$ cat src/rtl/pipelined_addsub.sv
// Pipelined add/subtract unit with carry-in and C/V/N/Z flags.
// The operands are split into SEG segments of W bits each. Stage k resolves the
// carry chain of segment k only, so the critical path is one W-bit adder.
// A valid/ready handshake with a single global advance signal gives full
// backpressure: either every stage shifts or every stage holds.
module pipelined_addsub #(
    parameter int WIDTH = 16,
    parameter int SEG   = 4
) (
    input  logic             clk,
    input  logic             rst_n,
    input  logic             in_valid,
    output logic             in_ready,
    input  logic [WIDTH-1:0] A,
    input  logic [WIDTH-1:0] B,
    input  logic             CI,
    input  logic [1:0]       OP,
    output logic             out_valid,
    input  logic             out_ready,
    output logic [WIDTH-1:0] Y,
    output logic             C,
    output logic             V,
    output logic             N,
    output logic             Z
);

    localparam int W   = WIDTH / SEG;
    // Depth of the intermediate (non-final) stage registers; kept >= 1 so the
    // arrays stay legal when SEG = 1 collapses the pipe to a single adder.
    localparam int MID = (SEG > 1) ? SEG - 1 : 1;

    // Global advance: the pipe moves whenever the output slot is free or drained.
    logic adv;

    // Effective operands: subtraction is A + ~B + carry.
    logic [WIDTH-1:0] b_eff;
    logic             cin0;

    // Per-stage valid and segment carry-out.
    logic             v_reg  [SEG];
    logic             c_reg  [SEG];

    // Intermediate stages carry one word that holds the finished low result
    // segments together with the not-yet-added high segments of A, plus the
    // full effective B word.
    logic [WIDTH-1:0] ya_reg [MID];
    logic [WIDTH-1:0] b_reg  [MID];

    // Final stage result and flags.
    logic [WIDTH-1:0] y_reg;
    logic             vf_reg;
    logic             n_reg;
    logic             z_reg;

    assign adv      = !v_reg[SEG-1] || out_ready;
    assign in_ready = adv;

    // OP[1] selects subtraction (invert B); OP[0] selects the external carry-in.
    assign b_eff = OP[1] ? ~B : B;
    assign cin0  = OP[0] ? CI : OP[1];

    genvar gi;
    generate
        for (gi = 0; gi < SEG; gi++) begin : gen_stage
            logic             src_v;
            logic             src_c;
            logic [WIDTH-1:0] src_ya;
            logic [WIDTH-1:0] src_b;
            logic [WIDTH-1:0] ya_next;
            logic [W:0]       seg_sum;

            if (gi == 0) begin : g_src_in
                assign src_v  = in_valid;
                assign src_c  = cin0;
                assign src_ya = A;
                assign src_b  = b_eff;
            end else begin : g_src_prev
                assign src_v  = v_reg[gi-1];
                assign src_c  = c_reg[gi-1];
                assign src_ya = ya_reg[gi-1];
                assign src_b  = b_reg[gi-1];
            end

            // One segment of the ripple: A segment + Beff segment + incoming carry.
            assign seg_sum = {1'b0, src_ya[gi*W +: W]} + {1'b0, src_b[gi*W +: W]}
                           + {{W{1'b0}}, src_c};

            // Replace this segment of A with its sum; other segments pass through.
            always_comb begin
                ya_next               = src_ya;
                ya_next[gi*W +: W]    = seg_sum[W-1:0];
            end

            // Stage valid and segment carry advance together with the pipe.
            always_ff @(posedge clk or negedge rst_n) begin
                if (!rst_n) begin
                    v_reg[gi] <= 1'b0;
                    c_reg[gi] <= 1'b0;
                end else if (adv) begin
                    v_reg[gi] <= src_v;
                    c_reg[gi] <= seg_sum[W];
                end
            end

            if (gi < SEG - 1) begin : g_mid
                // Partial result word and effective B move to the next stage.
                always_ff @(posedge clk or negedge rst_n) begin
                    if (!rst_n) begin
                        ya_reg[gi] <= '0;
                        b_reg[gi]  <= '0;
                    end else if (adv) begin
                        ya_reg[gi] <= ya_next;
                        b_reg[gi]  <= src_b;
                    end
                end
            end else begin : g_last
                // Final stage: the word is now the full result; derive the flags.
                // src_ya[WIDTH-1] is still A's MSB since the top segment is added here.
                always_ff @(posedge clk or negedge rst_n) begin
                    if (!rst_n) begin
                        y_reg  <= '0;
                        vf_reg <= 1'b0;
                        n_reg  <= 1'b0;
                        z_reg  <= 1'b0;
                    end else if (adv) begin
                        y_reg  <= ya_next;
                        vf_reg <= (src_ya[WIDTH-1] == src_b[WIDTH-1])
                               && (ya_next[WIDTH-1] != src_ya[WIDTH-1]);
                        n_reg  <= ya_next[WIDTH-1];
                        z_reg  <= (ya_next == '0);
                    end
                end
            end
        end
    endgenerate

    assign out_valid = v_reg[SEG-1];
    assign Y         = y_reg;
    assign C         = c_reg[SEG-1];
    assign V         = vf_reg;
    assign N         = n_reg;
    assign Z         = z_reg;

endmodule

$ cat config.mk
export PLATFORM = sky130hd
export DESIGN_NAME = pipelined_addsub
export DESIGN_NICKNAME = d
export VERILOG_FILES = /design/src/rtl/pipelined_addsub.sv
export SDC_FILE = /design/constraint.sdc
export NUM_CORES = 1
export LEC_CHECK = 0
export ABC_CLOCK_PERIOD_IN_PS = 2100
export CORE_MARGIN = 2
export CORE_UTILIZATION = 40
export CTS_CLUSTER_DIAMETER = 60
export DETAILED_ROUTE_END_ITERATION = 12
export PLACE_DENSITY = 0.69
export RECOVER_POWER = 100
export REMOVE_ABC_BUFFERS = 1
export SYNTH_ARGS = -nofsm -noshare
export SYNTH_HDL_FRONTEND = slang
export SYNTH_SLANG_ARGS = --single-unit
$ cat constraint.sdc
create_clock -name clk -period 2.1 [get_ports clk]
set_input_delay 0.42 -clock clk [delete_from_list [all_inputs] [get_ports clk]]
set_output_delay 0.42 -clock clk [all_outputs]
set_load 0.01 [all_outputs]
==> out/summary.txt <==
Flops & latches, synth: 98
GP Congestion: 0.7353
Critical path class: input port to register
Ports: 61
Post-route minimum period: 2.029 ns
CTS Sinks: 98
GRT Total Usage: 0.1589
Clock transition at path regs: 0.10 ns
Critical path endpoint category: register
Fill cells: 1065
Startpoint Class: input port
DRC viols: 0
CP max FO: 2
Tightest Pin Transition: 0.7316 ns
Status: finished, final reports clean
Synth Instances: 463
Hpwl dp: 5740 µm
Share of the synthesized area in the top cell type: 0.5631
Worst clock skew: 0.01765 ns
Ys Warns: 0
Peak Freq: 492.8 MHz
Power, Total: 7.208 mW
RSZ-0062 raised after global routing: no
Post-CTS setup buffers: 0
Root Buffer: clkbuf_8
Via count: 3094
Die Y: 108.4 µm
Hold slack: 0.4650 ns
Wire per inst: 12.47 µm
DR vias/cell: 4.646
Antenna violations before repair: 0
Vias in the first global route: 3159
Nets: 581
Diode count: 0
Net Sw Frac: 0.3684
GRT overflow: 0
Hold Fails Final Rpt: 0
Slowest CP cell: clkdlybuf4s50_1
Max_slew headroom: 0.5122
Synthesized area: 0.004355 mm²
CTS buffer count: 9
First-pass GRT wire length: 14440 µm
CP Cell Sequence: clkdlybuf4s50_1, mux2_4, fa_2, fa_2, a21o_1, a21oi_2, a21oi_2
Cell Count, Final, Fillers Out: 666
WL final: 8308 µm
MaxCap Viol Count: 0
Setup slack at placement: -0.5750 ns
DR pass1 iterations: 4
Cell variety after synth: 31
Row cnt: 38
Largest area contributor in the netlist: dfrtp_1
Slowest cell delay on critical path: 0.41 ns
Starting density of the core: 0.4053
CTS tree: built
H-tree Lvls: 3
Initial DRC count: 188
Area grow syn2layout: 22.32%
P_int: 4.553 mW
R2R Setup Slk: 0.12 ns
Seq pwr share: 0.442
Die area: 0.01174 mm²
Leak Pwr: 2.593 nW
Layout cells sized above 1: 0.07414
Logic pwr share: 0.387
Final setup viols: 0
Placed cells: 650
Worst EP arrival: 2.28 ns
Die width: 108.4 µm
DRT antenna net count: 0
Max VDD drop: 0.5201 mV
Core area: 0.01075 mm²
WP data required: 2.35 ns
Seq/Total Area, Yosys: 0.5631
Power Dens Cells: 1353 mW/mm²
Clock group share of total power: 0.171
CTS Buffer Depth: 2
Commonest non-fill, non-tap cell in the layout: nand2_1
Worst Slack Setup Final: 0.07089 ns
Mapped Avg Cell Area: 9.407 µm²
Max-slew violations: 0
Largest net degree at the start of global routing: 94
Clk Latency, worst-skew pair: 0.36 ns
Net Sw Power: 2.655 mW
Leading post-synthesis cells by cell area: dfrtp_1 (56%), nand2_1 (18%), fa_1 (3.7%)
Period utilization: 0.9662
HP Class: register to register
Port Buffers: 60
Commonest cells after routing, fill and taps aside: nand2_1 (210), dfrtp_1 (98), clkdlybuf4s50_1 (36)
[registers in the layout, indices dropped and copies added, names as in the netlist]
name and cells:
out_valid 1, Z 1, gen_stage.src_v 3, C 1
gen_stage.src_c 3, gen_stage.src_ya 48, V 1, Y 16
gen_stage.src_b 24
[metrics by stage]
stage	cell area, µm²	TNS [ns]	util
3_3_place_gp	5127	-1.715	0.4772
4_1_cts	5349	0	0.4978
2_1_floorplan	4234	-52.86	-
5_1_grt	5328	0	0.4958
6_report	5328	0	0.4958
3_5_place_dp	5127	-1.801	0.4772
[routing by layer]
metal | vias up | GRT usage | part of all wire
met4 | 0 | 0.06777 | 0.024
met1 | 1444 | 0.1973 | 0.43
met5 | - | 0 | 0
met2 | 69 | 0.2677 | 0.50
li1 | 1564 | - | -
met3 | 17 | 0.03496 | 0.050
[path summary, 6_finish.rpt]
| check | startpoint | end | cells past startpoint |
|---|---|---|---|
| min | Y[4] | Y[4] | 2 |
| max in group asynchronous | rst_n | gen_stage[1].src_ya[9] | 3 |
| max | CI | gen_stage[1].src_c | 7 |
| max reg2reg | gen_stage[3].src_c | Z | 6 |
| min reg2reg | Y[4] | Y[4] | 2 |
| min in group asynchronous | rst_n | Y[1] | 2 |
[Yosys cell counts]
cell type    n
a21o_1       3
nor4_1       1
nor4_2       1
o21ai_2      1
nor3_1       1
clkbuf_1     5
nor4b_1      1
a22oi_1      1
buf_2       16
nand3_1      1
fa_1         8
nand4b_1     1
nor2b_4      1
a22o_1       1
mux2_2       1
nor4b_2      1
inv_1       13
xnor2_1     15
nand2b_1     1
o31ai_1      1
o21ai_0     28
nor2_1      11
nand2_1    210
buf_4        3
a211oi_1     1
a21oi_1     13
nor2b_1      3
inv_2        1
dfrtp_1     98
xor2_1       9
ha_1        12
[logic make-up after synthesis]
logic type / Yosys count / share of synthesized area
and+or+nand+nor: 233 / 0.2134
DFF: 98 / 0.5631
AOI/OAI and AO/OA: 49 / 0.06148
muxes: 1 / 0.002585
adders and majority gates: 20 / 0.07124
xor gates and xnor gates: 24 / 0.04826
buffers and inverters: 38 / 0.03993
[worst max-delay path, delay by kind of cell]
family | cells | cell delay, ns
adder cells (fa/ha/maj) | 2 | 0.81
AO/OA/AOI/OAI | 3 | 0.36
multiplexers | 1 | 0.27
buffers and inverters | 1 | 0.41
[area by class of cell]
| type | instances | area (µm²) | area share |
|---|---|---|---|
| multi-input cells | 327 | 1750 | 0.3286 |
| clock inverters | 5 | 62.56 | 0.01174 |
| repair buffers | 72 | 696.9 | 0.1308 |
| well taps | 140 | 175.2 | 0.03288 |
| flip-flops and latches | 98 | 2452 | 0.4603 |
| inverters | 14 | 52.55 | 0.009864 |
| clock buffers | 10 | 137.6 | 0.02583 |
[power by group through the flow]
stage	registers (mW)	clock network [mW]	logic, mW
floorplan	3.21	0	1.73
global placement	3.21	0	2.76
detailed placement	3.24	0	2.88
CTS	3.20	1.27	2.93
global route	3.30	1.36	3.23
finish	3.18	1.23	2.79
[what timing repair did]
action,in CTS,in global routing
endpoints found under the setup margin,4,2
hold endpoints to repair,29,0
pin swaps,0,4
gates resized for setup,4,6
hold buffers,1,0
(Power assumes the default switching activity.)
